[src/rtl/mcu_bus_pkg.sv]
// Shared types and constants for the 8051 external-bus to CPLD register bridge.
package mcu_bus_pkg;

  localparam logic [7:0] BASE_P2_DEF = 8'h80;
  // ALE + RD_n + WR_n + P2[7:0] + P0[7:0]
  localparam int         PAD_W       = 19;

  typedef enum logic [2:0] {
    ST_IDLE    = 3'd0,
    ST_ADDR    = 3'd1,
    ST_WR_STB  = 3'd2,
    ST_WR_WAIT = 3'd3,
    ST_RD_ACT  = 3'd4,
    ST_SKIP    = 3'd5
  } state_e;

endpackage

[src/rtl/mcu_sync.sv]
// Multi-flop synchroniser bank; the async reset loads rst_val_i so each bit
// can come out of reset at its idle pad level.
module mcu_sync #(
  parameter int W     = 1,
  parameter int DEPTH = 2
) (
  input  logic         clk_i,
  input  logic         rst_n_i,
  input  logic [W-1:0] rst_val_i,
  input  logic [W-1:0] d_i,
  output logic [W-1:0] q_o
);

  logic [DEPTH-1:0][W-1:0] stage_q, stage_d;

  always_comb begin
    stage_d = {stage_q[DEPTH-2:0], d_i};
  end

  always_ff @(posedge clk_i or negedge rst_n_i) begin
    if (!rst_n_i) stage_q <= {DEPTH{rst_val_i}};
    else          stage_q <= stage_d;
  end

  assign q_o = stage_q[DEPTH-1];

endmodule

[src/rtl/mcu_bus_bridge.sv]
// 8051 multiplexed external bus to CPLD register-block bridge.
// state      | meaning
// IDLE       | waiting for an ALE falling edge
// ADDR       | address latched, waiting for RD_n/WR_n fall
// WR_STB     | one-clock register write strobe
// WR_WAIT    | write done, waiting for WR_n to return high
// RD_ACT     | register read, CPLD drives P0 until RD_n rises
// SKIP       | miss or contention, waiting for strobes to go high
module mcu_bus_bridge
  import mcu_bus_pkg::*;
#(
  parameter logic [7:0] BASE_P2     = BASE_P2_DEF,
  parameter int         SYNC_STAGES = 2
) (
  input  logic       clk_i,
  input  logic       rst_n_i,
  input  logic       mcu_ale_i,
  input  logic       mcu_rd_n_i,
  input  logic       mcu_wr_n_i,
  input  logic [7:0] mcu_p2_i8,
  input  logic [7:0] mcu_p0_i8,
  output logic [7:0] mcu_p0_o8,
  output logic       mcu_p0_oe_o,
  output logic       reg_cs_o,
  output logic       reg_wr_o,
  output logic       reg_rd_o,
  output logic [7:0] reg_addr_o8,
  output logic [7:0] reg_wrdat_o8,
  input  logic [7:0] reg_rddat_i8,
  output logic       bus_err_o
);

  localparam logic [PAD_W-1:0] PAD_IDLE = {1'b0, 1'b1, 1'b1, 8'h00, 8'h00};

  logic [PAD_W-1:0] pad_s;
  logic             ale_s, rd_s, wr_s;
  logic [7:0]       p2_s, p0_s;

  mcu_sync #(.W(PAD_W), .DEPTH(SYNC_STAGES)) u_sync (
    .clk_i    (clk_i),
    .rst_n_i  (rst_n_i),
    .rst_val_i(PAD_IDLE),
    .d_i      ({mcu_ale_i, mcu_rd_n_i, mcu_wr_n_i, mcu_p2_i8, mcu_p0_i8}),
    .q_o      (pad_s)
  );

  assign {ale_s, rd_s, wr_s, p2_s, p0_s} = pad_s;

  state_e     state_q, state_d;
  logic       ale_prev_q, rd_prev_q, wr_prev_q;
  logic       hit_q, hit_d, err_q, err_d;
  logic [7:0] addr_q, addr_d, wrdat_q, wrdat_d, p0_o_q;
  logic       ale_fall, rd_fall, wr_fall;

  assign ale_fall = ale_prev_q & ~ale_s;
  assign rd_fall  = rd_prev_q  & ~rd_s;
  assign wr_fall  = wr_prev_q  & ~wr_s;

  always_ff @(posedge clk_i or negedge rst_n_i) begin
    if (!rst_n_i) begin
      state_q    <= ST_IDLE;
      ale_prev_q <= 1'b0;
      rd_prev_q  <= 1'b1;
      wr_prev_q  <= 1'b1;
      hit_q      <= 1'b0;
      err_q      <= 1'b0;
      addr_q     <= 8'h00;
      wrdat_q    <= 8'h00;
      p0_o_q     <= 8'h00;
    end else begin
      state_q    <= state_d;
      ale_prev_q <= ale_s;
      rd_prev_q  <= rd_s;
      wr_prev_q  <= wr_s;
      hit_q      <= hit_d;
      err_q      <= err_d;
      addr_q     <= addr_d;
      wrdat_q    <= wrdat_d;
      p0_o_q     <= reg_rddat_i8;
    end
  end

  always_comb begin
    state_d = state_q;
    hit_d   = hit_q;
    err_d   = err_q;
    addr_d  = addr_q;
    wrdat_d = wrdat_q;
    // Contention overrides everything, including an in-flight read.
    if (!rd_s && !wr_s) begin
      err_d   = 1'b1;
      state_d = ST_SKIP;
    end else begin
      case (state_q)
        ST_IDLE, ST_ADDR: begin
          if (ale_fall) begin
            addr_d  = p0_s;
            hit_d   = (p2_s == BASE_P2);
            state_d = ST_ADDR;
          end else if (state_q == ST_ADDR && wr_fall) begin
            wrdat_d = p0_s;
            state_d = hit_q ? ST_WR_STB : ST_SKIP;
          end else if (state_q == ST_ADDR && rd_fall) begin
            state_d = hit_q ? ST_RD_ACT : ST_SKIP;
          end
        end
        ST_WR_STB:  state_d = ST_WR_WAIT;
        ST_WR_WAIT: if (wr_s) state_d = ST_IDLE;
        ST_RD_ACT:  if (rd_s) state_d = ST_IDLE;
        ST_SKIP:    if (rd_s && wr_s) state_d = ST_IDLE;
        default:    state_d = ST_IDLE;
      endcase
    end
  end

  always_comb begin
    reg_wr_o    = (state_q == ST_WR_STB);
    reg_rd_o    = (state_q == ST_RD_ACT);
    reg_cs_o    = reg_wr_o | reg_rd_o;
    mcu_p0_oe_o = reg_rd_o;
  end

  assign mcu_p0_o8    = p0_o_q;
  assign reg_addr_o8  = addr_q;
  assign reg_wrdat_o8 = wrdat_q;
  assign bus_err_o    = err_q;

endmodule

[config.mk]
export PLATFORM = sky130hd
export DESIGN_NAME = mcu_bus_bridge
export DESIGN_NICKNAME = d
export VERILOG_FILES = /design/src/rtl/mcu_bus_pkg.sv /design/src/rtl/mcu_sync.sv /design/src/rtl/mcu_bus_bridge.sv
export SDC_FILE = /design/constraint.sdc
export NUM_CORES = 1
export LEC_CHECK = 0
export ABC_CLOCK_PERIOD_IN_PS = 3700
export CAP_MARGIN = 5
export CORE_ASPECT_RATIO = 1.4
export CORE_MARGIN = 10
export CORE_UTILIZATION = 51
export CTS_BUF_LIST = sky130_fd_sc_hd__clkbuf_16
export DETAILED_ROUTE_END_ITERATION = 8
export PLACE_DENSITY = 0.9
export REMOVE_ABC_BUFFERS = 1
export SETUP_SLACK_MARGIN = 0.05
export SYNTH_ARGS = -nofsm -noshare
export SYNTH_HDL_FRONTEND = slang
export SYNTH_SLANG_ARGS = --single-unit
[constraint.sdc]
create_clock -name clk_i -period 3.7 [get_ports clk_i]
set_input_delay 0.37 -clock clk_i [delete_from_list [all_inputs] [get_ports clk_i]]
set_output_delay 0.37 -clock clk_i [all_outputs]
set_load 0.03 [all_outputs]
## After elaboration in Yosys (flattened, before gate mapping)

Index checks and enable logic that the tools add are counted.

- Bitwise logic cells: 9
- Mux-type cells: 10
- Reduce and logical (&&, ||, !) cells: 11
- Equality and inequality tests: 10

Operators with widths:

| cell | count |
|---|---|
| two-way mux 3 bit | 8 |
| one-hot mux 3 bit (5 select lines) | 1 |
| == test 8 bit (second input constant) | 1 |
| AND reduction 4 bit | 2 |
| == test 3 x 2 -> 1 bit (second input constant) | 2 |
| == test 3 bit (second input constant) | 2 |
| != test 5 bit (second input constant) | 1 |
| inverter 1 bit | 5 |
| logical AND 1 bit | 4 |
| bitwise AND 1 bit | 3 |
| == test 3 x 1 -> 1 bit (second input constant) | 1 |
| logical NOT 3 bit | 1 |
| != test 3 x 1 -> 1 bit (second input constant) | 1 |
| != test 3 x 2 -> 1 bit (second input constant) | 1 |
| != test 3 bit (second input constant) | 1 |
| AND reduction 3 bit | 1 |
| logical NOT 1 bit | 2 |
| OR reduction 2 bit | 1 |
| two-way mux 1 bit | 1 |
| bitwise OR 1 bit | 1 |

- Input port bits: 29
- Output and inout bits: 29
- Register bits after elaboration: 70
- Word-level logic and storage cells: 51

## Longest topological paths before layout

Gate-level depths: netlist of the first run.

- Depth in word-level cells: 8
- Mapped depth: 6
- Depth with buffers taken out: 5

## Worst setup path after synthesis of the first run

OpenSTA, ideal clock, no wires.

- Path type: reg-to-reg
- From: reg u_sync.stage_q, in the netlist u_sync.q_o[16]
- To: reg addr_q[0], in the netlist reg_addr_o8[0]
- Setup time: 125 ps
- Slack: 1896 ps
- Stages on the path, launching flop included: 5
- Path buffers: 0
- Data arrival time: 1680 ps
- Data required time: 3575 ps
- Period minus slack after synthesis: 1804 ps
- Cell sequence: dfstp_2 > inv_1 > ha_1 > nor4_4 > mux2_2

- Word-level cells in the longest chain between the ends: 4

RTL lines:

| item | RTL line | source |
|---|---|---|
| from (decl) | mcu_sync.sv:14 | `logic [DEPTH-1:0][W-1:0] stage_q, stage_d;` |
| from (signal assigned) | mcu_sync.sv:21 | `if (!rst_n_i) stage_q <= {DEPTH{rst_val_i}};` |
| from (signal assigned) | mcu_sync.sv:22 | `else stage_q <= stage_d;` |
| logical NOT 1 bit | mcu_bus_bridge.sv:90 | `if (!rd_s && !wr_s) begin` |
| logical AND 1 bit | mcu_bus_bridge.sv:90 |  |
| inverter 1 bit (no source line) | -- |  |
| AND reduction 3 bit (no source line) | -- |  |
| to (signal assigned) | mcu_bus_bridge.sv:77 | `addr_q <= addr_d;` |
| to (decl) | mcu_bus_bridge.sv:52 | `logic [7:0] addr_q, addr_d, wrdat_q, wrdat_d, p0_o_q;` |

Every way passes these cells.
A chain may end at the register's enable or synchronous reset.

## Worst setup path in the final report of the first run

- From: reg state_q[0]
- To: out reg_cs_o

- Word-level cells in the longest chain between the ends: 2
- Elaborated cells on any way between the ends: 3
- Classes of those cells: eq/ne: 2; bitwise: 1

RTL lines:

| item | RTL line | source |
|---|---|---|
| from (decl) | mcu_bus_bridge.sv:49 | `state_e state_q, state_d;` |
| from (signal assigned) | mcu_bus_bridge.sv:71 | `state_q <= state_d;` |
| == test 3 x 2 -> 1 bit / == test 3 bit (equally long branches) | mcu_bus_bridge.sv:117, mcu_bus_bridge.sv:118 |  |
| bitwise OR 1 bit * | mcu_bus_bridge.sv:119 | `reg_cs_o = reg_wr_o \| reg_rd_o;` |
| to (decl) | mcu_bus_bridge.sv:24 | `output logic reg_cs_o,` |

Mark *: on every way between the ends. The rest lies on a longest branch, timed or not.

==> results of run 1 <==
-- cell type report --
type                       count  area (um^2)
clock buffer                   9          225
inverter                       5         18.8
timing repair buffer          58          573
tap                           60         75.1
fill                         280         1070
multi-input combinational     51          472
sequential                    70         1760
clock inverter                 7         81.3
-- critical path, cell delays in order (launching register included) --
cell	delay, ns
dfrtp_1	0.49
or3b_1	0.47
o21ai_0	0.10
clkdlybuf4s50_1	0.69
-- sequential cells by signal (all words and copies together) (netlist names) --
name            count
u_sync.stage_d     19
ale_prev_q          1
u_sync.q_o         19
rd_prev_q           1
wr_prev_q           1
hit_q               1
mcu_p0_o8           8
reg_addr_o8         8
bus_err_o           1
state_q             3
reg_wrdat_o8        8
-- routing by layer --
layer	vias up	routed length, um	GRT usage [%]
met5	-	0	0
met4	0	107	8.46
met3	13	302	5.41
met2	54	2830	25.3
met1	653	1710	12.5
li1	575	-	-
-- metrics by stage --
stage / total power (W) / worst slack [ns] / cells / hold WS, ns
floorplan: 0.00139 / 1.86 / 126 / 0.0744
finish: 0.00258 / 1.26 / 260 / 0.145
detailed placement: 0.00173 / 1.57 / 244 / 0.335
CTS: 0.00261 / 1.25 / 260 / 0.159
global route: 0.00269 / 1.18 / 260 / 0.204
global placement: 0.00168 / 1.68 / 244 / 0.331
-- power by group --
part,switching (W),internal [W]
clock,0.000283,0.000579
sequential,0.0000946,0.000895
combinational,0.000386,0.000344
total,0.000763,0.00182
-- worst max path at each step --
stage                        start               to  slack [ns]
floorplan           u_sync.q_o[16]  reg_wrdat_o8[0]        1.86
global placement    u_sync.q_o[16]   reg_addr_o8[1]        1.68
detailed placement  u_sync.q_o[16]   reg_addr_o8[2]        1.57
CTS                     state_q[0]         reg_cs_o        1.25
global route            state_q[0]         reg_cs_o        1.18
finish                  state_q[0]         reg_cs_o        1.26
-- cell families after synthesis --
group,after synthesis
flip-flops,70
AND/OR/NAND/NOR,22
multiplexers,17
AO/OA/AOI/OAI,11
buffers and inverters,9
adder cells (fa/ha/maj),1
-- cells in the final DEF (no fill, tap or decap), types with 2 or more instances in the layout --
| cell type | n |
|---|---|
| inv_1 | 7 |
| bufinv_16 | 2 |
| a311oi_1 | 2 |
| dfrtp_1 | 64 |
| and4_1 | 2 |
| clkbuf_16 | 9 |
| or2_2 | 2 |
| clkdlybuf4s50_1 | 56 |
| nor2_1 | 4 |
| clkinv_2 | 2 |
| nand2b_1 | 2 |
| mux2_2 | 8 |
| dfstp_2 | 6 |
| nor2b_1 | 2 |
| mux2_4 | 8 |
| o21ai_0 | 3 |
| a21oi_1 | 2 |
==> impl_metrics.json, run 1 <==
{
  "tightest_slew_ns": 0.800,
  "reg2reg_slack_ns": 1.57,
  "ir_worst_vdd_v": 0.000473,
  "cp_max_fo": 12,
  "numClockSinks": 70,
  "core_um2": 4270,
  "syn_inst": 130,
  "post-dp-hpwl_mm": 3.34,
  "io_buffers": 57,
  "synth_area_leaders": "dfrtp_1, dfstp_2, mux2_4",
  "clk_pin_slew_ns": 0.05,
  "die_h_um": 99.1,
  "worstSetupPathType": "reg -> out",
  "finalHoldViolations": 0,
  "nets": 225,
  "cp-end-kind": "primary output",
  "die_x_um": 76.5,
  "drc": 0,
  "grt_pass1_wl_mm": 8.02,
  "ioPinCount": 58,
  "post_cts_resized": 0,
  "relSlewSlack_pct": 46.7,
  "placed_area_um2": 2900,
  "htreeDepth": 3,
  "synth.yosys.warnings": 0,
  "vias_per_cell": 4.98,
  "worstHoldPathType": "in -> async",
  "cts_buffer_depth": 2,
  "synth-xor-area-share_pct": 0,
  "drive_gt1_share_pct": 21.0,
  "cts_root_buf": "clkbuf_16",
  "holdBufCountCts": 0,
  "synth_top_area_cell": "dfrtp_1",
  "reg2reg_from": "u_sync.q_o[16]",
  "grt.overflow.total": 0,
  "fin_area_um2": 3200,
  "first_pass_iters": 4,
  "yosys.area_share.simple_pct": 6.86,
  "synthAdderAreaFrac_pct": 0.549,
  "drtIter0Drc": 84,
  "fin_crit_ns": 2.44,
  "cts_tree": "built",
  "power-per-cell-area_nw_per_um2": 805,
  "gr-usage-all-layers_pct": 13.8,
  "numCtsBuffers": 9,
  "ys_ff_latch": 70,
  "num_antenna_cells": 0,
  "antenna_left": 0,
  "tns_ns": 0,
  "synthArstFlopShare_pct": 100,
  "max_freq_mhz": 409,
  "final_util_pct": 75.0,
  "arrival_ns": 2.07,
  "synth-edff-count": 0,
  "synth_top_area_share_pct": 70.3,
  "required_ns": 3.33,
  "yosys-top-cells-count": "dfrtp_1, mux2_2, mux2_4",
  "synth_ff_type": "dfrtp_1",
  "die-area_um2": 7580,
  "synth_compound_area_share_pct": 3.62,
  "synth_most_common_cell": "dfrtp_1",
  "synthMuxAreaShare_pct": 9.66,
  "synth_area_um2": 2280,
  "core.rowCount": 28,
  "cp-start-kind": "register",
  "slew_violations": 0,
  "antenna_found_initial": 0,
  "timing.rr.end": "reg_addr_o8[2]",
  "ys_seq_area_share_pct": 77.2,
  "initial_utilization_pct": 53.3,
  "fin_skew_ns": 0.00475,
  "ys_types": 32,
  "cap_violations": 0,
  "run_status": "complete, no violations",
  "p_leak_nw": 1.39,
  "avgRoutedWirePerCell_um": 19.0,
  "rsz0062_at_grt": "false",
  "grt_pass1_vias": 1514,
  "grt_max_degree": 40,
  "fin_crit_sh_pct": 66.0,
  "rr_worst_depth": 4,
  "gp_congestion": 0.868,
  "syn_area_per_cell_um2": 17.5,
  "vias": 1295,
  "area_growth_syn_to_layout_pct": 40.6,
  "cts_setup_buffers": 0,
  "drt-total-wl_mm": 4.95,
  "setup_viol": 0,
  "worstSkewPairLatency_ns": 0.32,
  "synth_top_family_by_area": "multiplexers"
}
(Power assumes the default switching activity.)
==> inputs of run 2 (changes only) <==
--- a/config.mk
+++ b/config.mk
@@ -5,14 +5,14 @@
 export SDC_FILE = /design/constraint.sdc
 export NUM_CORES = 1
 export LEC_CHECK = 0
-export ABC_CLOCK_PERIOD_IN_PS = 3700
+export ABC_CLOCK_PERIOD_IN_PS = 2200
 export CAP_MARGIN = 5
 export CORE_ASPECT_RATIO = 1.4
 export CORE_MARGIN = 10
-export CORE_UTILIZATION = 51
+export CORE_UTILIZATION = 43
 export CTS_BUF_LIST = sky130_fd_sc_hd__clkbuf_16
 export DETAILED_ROUTE_END_ITERATION = 8
-export PLACE_DENSITY = 0.9
+export PLACE_DENSITY = 0.81
 export REMOVE_ABC_BUFFERS = 1
 export SETUP_SLACK_MARGIN = 0.05
 export SYNTH_ARGS = -nofsm -noshare
==> constraint.sdc (replaced) <==
create_clock -name clk_i -period 2.2 [get_ports clk_i]
set_input_delay 0.22 -clock clk_i [delete_from_list [all_inputs] [get_ports clk_i]]
set_output_delay 0.22 -clock clk_i [all_outputs]
set_load 0.03 [all_outputs]
==> run 2 against run 1 <==
Clock skew is 0.0027 ns higher. Clock-buffer cell count stayed put. Sequential share of layout area is 0.28 points lower. Hold slack better by 0.17 ns. Sequential power is 65% higher. Final cell count is 3.5% higher. Non-clock buffer count is 4 higher. Core utilization is 13 points lower. Combinational power is 67% higher. Die area is 14% higher. Clock power is 51% higher. Critical path depth stayed put.
==> impl_metrics.json, run 2 (synthesized netlist as in run 1, its figures left out) <==
{
  "cp-start-kind": "register",
  "clk_pin_slew_ns": 0.05,
  "fin_area_um2": 3220,
  "htreeDepth": 3,
  "finalHoldViolations": 0,
  "timing.rr.end": "reg_wrdat_o8[0]",
  "drc": 0,
  "reg2reg_slack_ns": 0.34,
  "grt_max_degree": 42,
  "worstSkewPairLatency_ns": 0.32,
  "numClockSinks": 70,
  "die_x_um": 81.5,
  "min_from": "mcu_rd_n_i",
  "vias_per_cell": 4.71,
  "max_freq_mhz": 496,
  "cp-end-kind": "primary output",
  "first_pass_iters": 4,
  "placed_area_um2": 2940,
  "post-dp-hpwl_mm": 3.01,
  "fin_skew_ns": 0.00742,
  "numCtsBuffers": 9,
  "grt.overflow.total": 0,
  "arrival_ns": 1.80,
  "tns_ns": 0,
  "area_growth_syn_to_layout_pct": 41.3,
  "ir_worst_vdd_v": 0.000764,
  "p_leak_nw": 1.41,
  "mostFrequentLayoutCell": "dfrtp_1",
  "worstHoldPathType": "in -> reg",
  "slew_violations": 0,
  "tightest_slew_ns": 0.640,
  "stdcell_count": 269,
  "antenna_found_initial": 0,
  "grt_pass1_wl_mm": 6.94,
  "initial_utilization_pct": 44.2,
  "required_ns": 1.98,
  "nets": 229,
  "gp_congestion": 0.713,
  "num_antenna_cells": 0,
  "cts_root_buf": "clkbuf_16",
  "cp_max_fo": 7,
  "cts_tree": "built",
  "holdPathEnd": "u_sync.stage_d[36]",
  "relSlewSlack_pct": 57.3,
  "die-area_um2": 8650,
  "gr-usage-all-layers_pct": 10.7,
  "drive_gt1_share_pct": 20.7,
  "core_um2": 5160,
  "reg2reg_from": "u_sync.q_o[16]",
  "core.rowCount": 31,
  "fin_crit_sh_pct": 91.7,
  "avgRoutedWirePerCell_um": 15.8,
  "antenna_left": 0,
  "io_buffers": 57,
  "rsz0062_at_grt": "false",
  "fin_crit_ns": 2.02,
  "layout_common_cells": "dfrtp_1, clkdlybuf4s50_1, inv_1, clkbuf_16",
  "cts_buffer_depth": 2,
  "drt-total-wl_mm": 4.24,
  "die_h_um": 106,
  "drtIter0Drc": 63,
  "totalPowerFinal_w": 0.00414,
  "place_inst": 253,
  "setup_viol": 0,
  "power-per-cell-area_nw_per_um2": 1290,
  "vias": 1267,
  "hold-path-cell-count": 1,
  "run_status": "complete, no violations",
  "ioPinCount": 58,
  "cap_violations": 0,
  "worstSetupPathType": "reg -> out",
  "grt_pass1_vias": 1441,
  "rr_worst_depth": 5
}
## run 2: critical path, cell delays in order, from the launching register on
cell,delay (ns)
dfrtp_1,0.46
nand2b_1,0.23
nor2_1,0.11
clkdlybuf4s50_1,0.68
## run 2: what timing repair did
| item | CTS | global route |
|---|---|---|
| setup buffers | 0 | 0 |
| endpoints found under the hold margin | 27 | 0 |
| resized for setup | 3 | 0 |
| endpoints found under the setup margin | 3 | 0 |
| hold buffers | 1 | 0 |
## run 2: how the worst max path moves through the flow
stage | start | end | slack [ns] | depth (start not counted)
after floorplan | u_sync.q_o[16] | reg_wrdat_o8[0] | 0.36 | 4
after global placement | state_q[2] | reg_cs_o | 0.35 | 3
after detailed placement | state_q[2] | reg_cs_o | 0.31 | 3
after CTS | state_q[2] | reg_wr_o | 0.16 | 3
after global routing | state_q[2] | reg_wr_o | 0.07 | 3
final | state_q[2] | reg_wr_o | 0.18 | 3
## run 2: stage by stage
step                worst slack, ns  hold WS, ns  util (%)
finish                        0.183        0.313      62.4
global route                 0.0729        0.300      62.4
CTS                           0.159        0.305      62.4
detailed placement            0.311        0.269      57.0
global placement              0.353        0.262      57.0
floorplan                     0.362      -0.0756         -
## run 2: report_power, final
part	internal, W	leakage, nW	total, W	switching [W]
registers	0.00151	0.817	0.00163	0.000123
clock network	0.000847	0.148	0.00130	0.000448
logic	0.000577	0.449	0.00122	0.000641
total	0.00293	1.41	0.00414	0.00121
## run 2: routing by layer
| metal | wire length [um] | global-route usage [%] |
|---|---|---|
| met5 | 0 | 0 |
| met1 | 1460 | 9.77 |
| met2 | 2120 | 16.6 |
| met4 | 76 | 5.58 |
| met3 | 590 | 8.26 |
## run 2: final cells by class
cell class                      instances  area (um^2)
Sequential cell                        70         1760
Clock buffer                            9          225
Fill cell                             376         1940
Timing Repair Buffer                   62          614
Clock inverter                          6         48.8
Inverter                                5         18.8
Multi-Input combinational cell         51          472
Tap cell                               66         82.6
==> inputs of run 3 (changes only) <==
--- a/config.mk
+++ b/config.mk
@@ -5,16 +5,17 @@
 export SDC_FILE = /design/constraint.sdc
 export NUM_CORES = 1
 export LEC_CHECK = 0
-export ABC_CLOCK_PERIOD_IN_PS = 2200
+export ABC_CLOCK_PERIOD_IN_PS = 2000
 export CAP_MARGIN = 5
 export CORE_ASPECT_RATIO = 1.4
 export CORE_MARGIN = 10
-export CORE_UTILIZATION = 43
+export CORE_UTILIZATION = 47
 export CTS_BUF_LIST = sky130_fd_sc_hd__clkbuf_16
 export DETAILED_ROUTE_END_ITERATION = 8
-export PLACE_DENSITY = 0.81
+export PLACE_DENSITY = 0.84
 export REMOVE_ABC_BUFFERS = 1
 export SETUP_SLACK_MARGIN = 0.05
+export SLEW_MARGIN = 20
 export SYNTH_ARGS = -nofsm -noshare
 export SYNTH_HDL_FRONTEND = slang
 export SYNTH_SLANG_ARGS = --single-unit
==> constraint.sdc (replaced) <==
create_clock -name clk_i -period 2 [get_ports clk_i]
set_input_delay 0.2 -clock clk_i [delete_from_list [all_inputs] [get_ports clk_i]]
set_output_delay 0.2 -clock clk_i [all_outputs]
set_load 0.03 [all_outputs]
==> run 3 against run 2 <==
Clock power grew 5%. Final cell count shrank 0.37%. First-iteration DRC count grew 48%. Routed wire length grew 14%. Sequential share of layout area shrank 0.30 points. Cell area grew 0.54%. Sequential cell count is the same. Global-route usage grew 2.0 points. Clock skew shrank 0.00085 ns. Worst setup slack lost 0.025 ns. Die area shrank 6.7%. Critical path type unchanged. Highest routed layer unchanged.
==> impl_metrics.json, run 3 (synthesized netlist as in run 1, its figures left out) <==
{
  "path_cells": "buf_4 -> nand2b_1 -> o21ai_0 -> dlygate4sd2_1",
  "p_leak_nw": 1.41,
  "fin_crit_ns": 1.84,
  "gp_congestion": 0.739,
  "die-area_um2": 8080,
  "placed_area_um2": 2960,
  "critPathBufInv": 2,
  "core_um2": 4610,
  "die_x_um": 78.9,
  "max_freq_mhz": 543,
  "cts_root_buf": "clkbuf_16",
  "setup_viol": 0,
  "mostFrequentLayoutCell": "dfrtp_1",
  "cpLargestDelayFamily": "buffers and inverters",
  "fin_skew_ns": 0.00657,
  "numClockSinks": 70,
  "slew_violations": 0,
  "required_ns": 1.80,
  "core.rowCount": 29,
  "grt_pass1_wl_mm": 7.81,
  "num_antenna_cells": 0,
  "relSlewSlack_pct": 75.7,
  "holdWs_ns": 0.301,
  "ioPinCount": 58,
  "crit_path_max_incr_delay_ns": 0.42,
  "fin_area_um2": 3240,
  "cap_violations": 0,
  "area_growth_syn_to_layout_pct": 42.0,
  "power-per-cell-area_nw_per_um2": 1410,
  "layout_common_cells": "dfrtp_1, clkdlybuf4s50_1, clkbuf_16, mux2_2, mux2_4",
  "io_buffers": 57,
  "vias_per_cell": 4.94,
  "rsz0062_at_grt": "false",
  "nets": 231,
  "gr-usage-all-layers_pct": 12.7,
  "antenna_found_initial": 0,
  "drtIter0Drc": 93,
  "grt.overflow.total": 0,
  "antenna_left": 0,
  "drt-total-wl_mm": 4.82,
  "cpMaxStageDelayCell": "dlygate4sd2_1",
  "htreeDepth": 3,
  "first_pass_iters": 4,
  "avgRoutedWirePerCell_um": 18.0,
  "clk_pin_slew_ns": 0.06,
  "worstHoldPathType": "in -> reg",
  "drive_gt1_share_pct": 23.3,
  "cp-end-kind": "primary output",
  "run_status": "complete, no violations",
  "grt_max_degree": 71,
  "cts_setup_buffers": 0,
  "initial_utilization_pct": 49.5,
  "cp_max_fo": 6,
  "die_h_um": 102,
  "vias": 1323,
  "cts_tree": "built",
  "tightest_slew_ns": 0.363,
  "grt_pass1_vias": 1552,
  "finalHoldViolations": 0,
  "post-dp-hpwl_mm": 3.23,
  "use_met1_pct": 12.6,
  "tns_ns": 0,
  "ir_worst_vdd_v": 0.00116,
  "worstSetupPathType": "reg -> out",
  "numCtsBuffers": 9,
  "worstSkewPairLatency_ns": 0.32,
  "cp-start-kind": "register",
  "fin_crit_sh_pct": 92.1,
  "use_met2_pct": 20.4,
  "final_util_pct": 70.3,
  "drc": 0,
  "arrival_ns": 1.64,
  "grt_busiest_layer": "met2",
  "cts_buffer_depth": 2,
  "grtUsageMet3_pct": 8.26
}
-- run 3: final cells by class --
type	instances	area (um^2)
Sequential cell	70	1760
Fill cell	300	1370
Timing Repair Buffer	64	644
Multi-Input combinational cell	51	472
Clock buffer	9	225
Tap cell	62	77.6
Clock inverter	7	41.3
Inverter	5	18.8
-- run 3: path summary, 6_finish.rpt --
path | start | end | slack (ns) | cells past startpoint
hold / removal | mcu_rd_n_i | u_sync.stage_d[36] | 0.30 | 1
setup reg to reg | u_sync.q_o[16] | reg_wrdat_o8[4] | 0.16 | 5
hold reg to reg | u_sync.stage_d[19] | u_sync.q_o[0] | 0.35 | 0
min in group asynchronous | rst_n_i | u_sync.stage_d[25] | 0.43 | 3
setup / recovery | state_q[2] | reg_cs_o | 0.16 | 4
max in group asynchronous | rst_n_i | rd_prev_q | 1.24 | 3
-- run 3: worst register-to-register path: cells and delay by family, from the launching register on --
kind | cells | cell delay [ns]
buffers and inverters | 2 | 0.20
flip-flops | 1 | 0.57
adder cells (fa/ha/maj) | 1 | 0.30
multiplexers | 1 | 0.30
AND/OR/NAND/NOR | 1 | 0.34
-- run 3: power breakdown --
part / switching [W] / total, W / leakage (nW) / internal (W)
logic: 0.000750 / 0.00140 / 0.467 / 0.000652
registers: 0.000130 / 0.00179 / 0.817 / 0.00166
clock network: 0.000548 / 0.00137 / 0.126 / 0.000825
total: 0.00143 / 0.00456 / 1.41 / 0.00313
-- run 3: timing repair --
item	CTS	global route
hold buffers	1	0
gates resized for setup	4	1
endpoints found under the setup margin	4	3
hold endpoints to repair	64	0
pin swaps	0	0
-- run 3: stage by stage --
stage | setup slack, ns | cells | power, W
after floorplan | 0.162 | 126 | 0.00256
after global routing | 0.0713 | 268 | 0.00475
after CTS | 0.142 | 268 | 0.00461
after global placement | 0.236 | 251 | 0.00316
final | 0.158 | 268 | 0.00456
after detailed placement | 0.144 | 251 | 0.00323
-- run 3: per-layer routing --
metal / vias to the layer above / wire (um)
met2: 67 / 2370
met3: 9 / 608
met5: - / 0
met1: 656 / 1750
li1: 591 / -
met4: 0 / 90
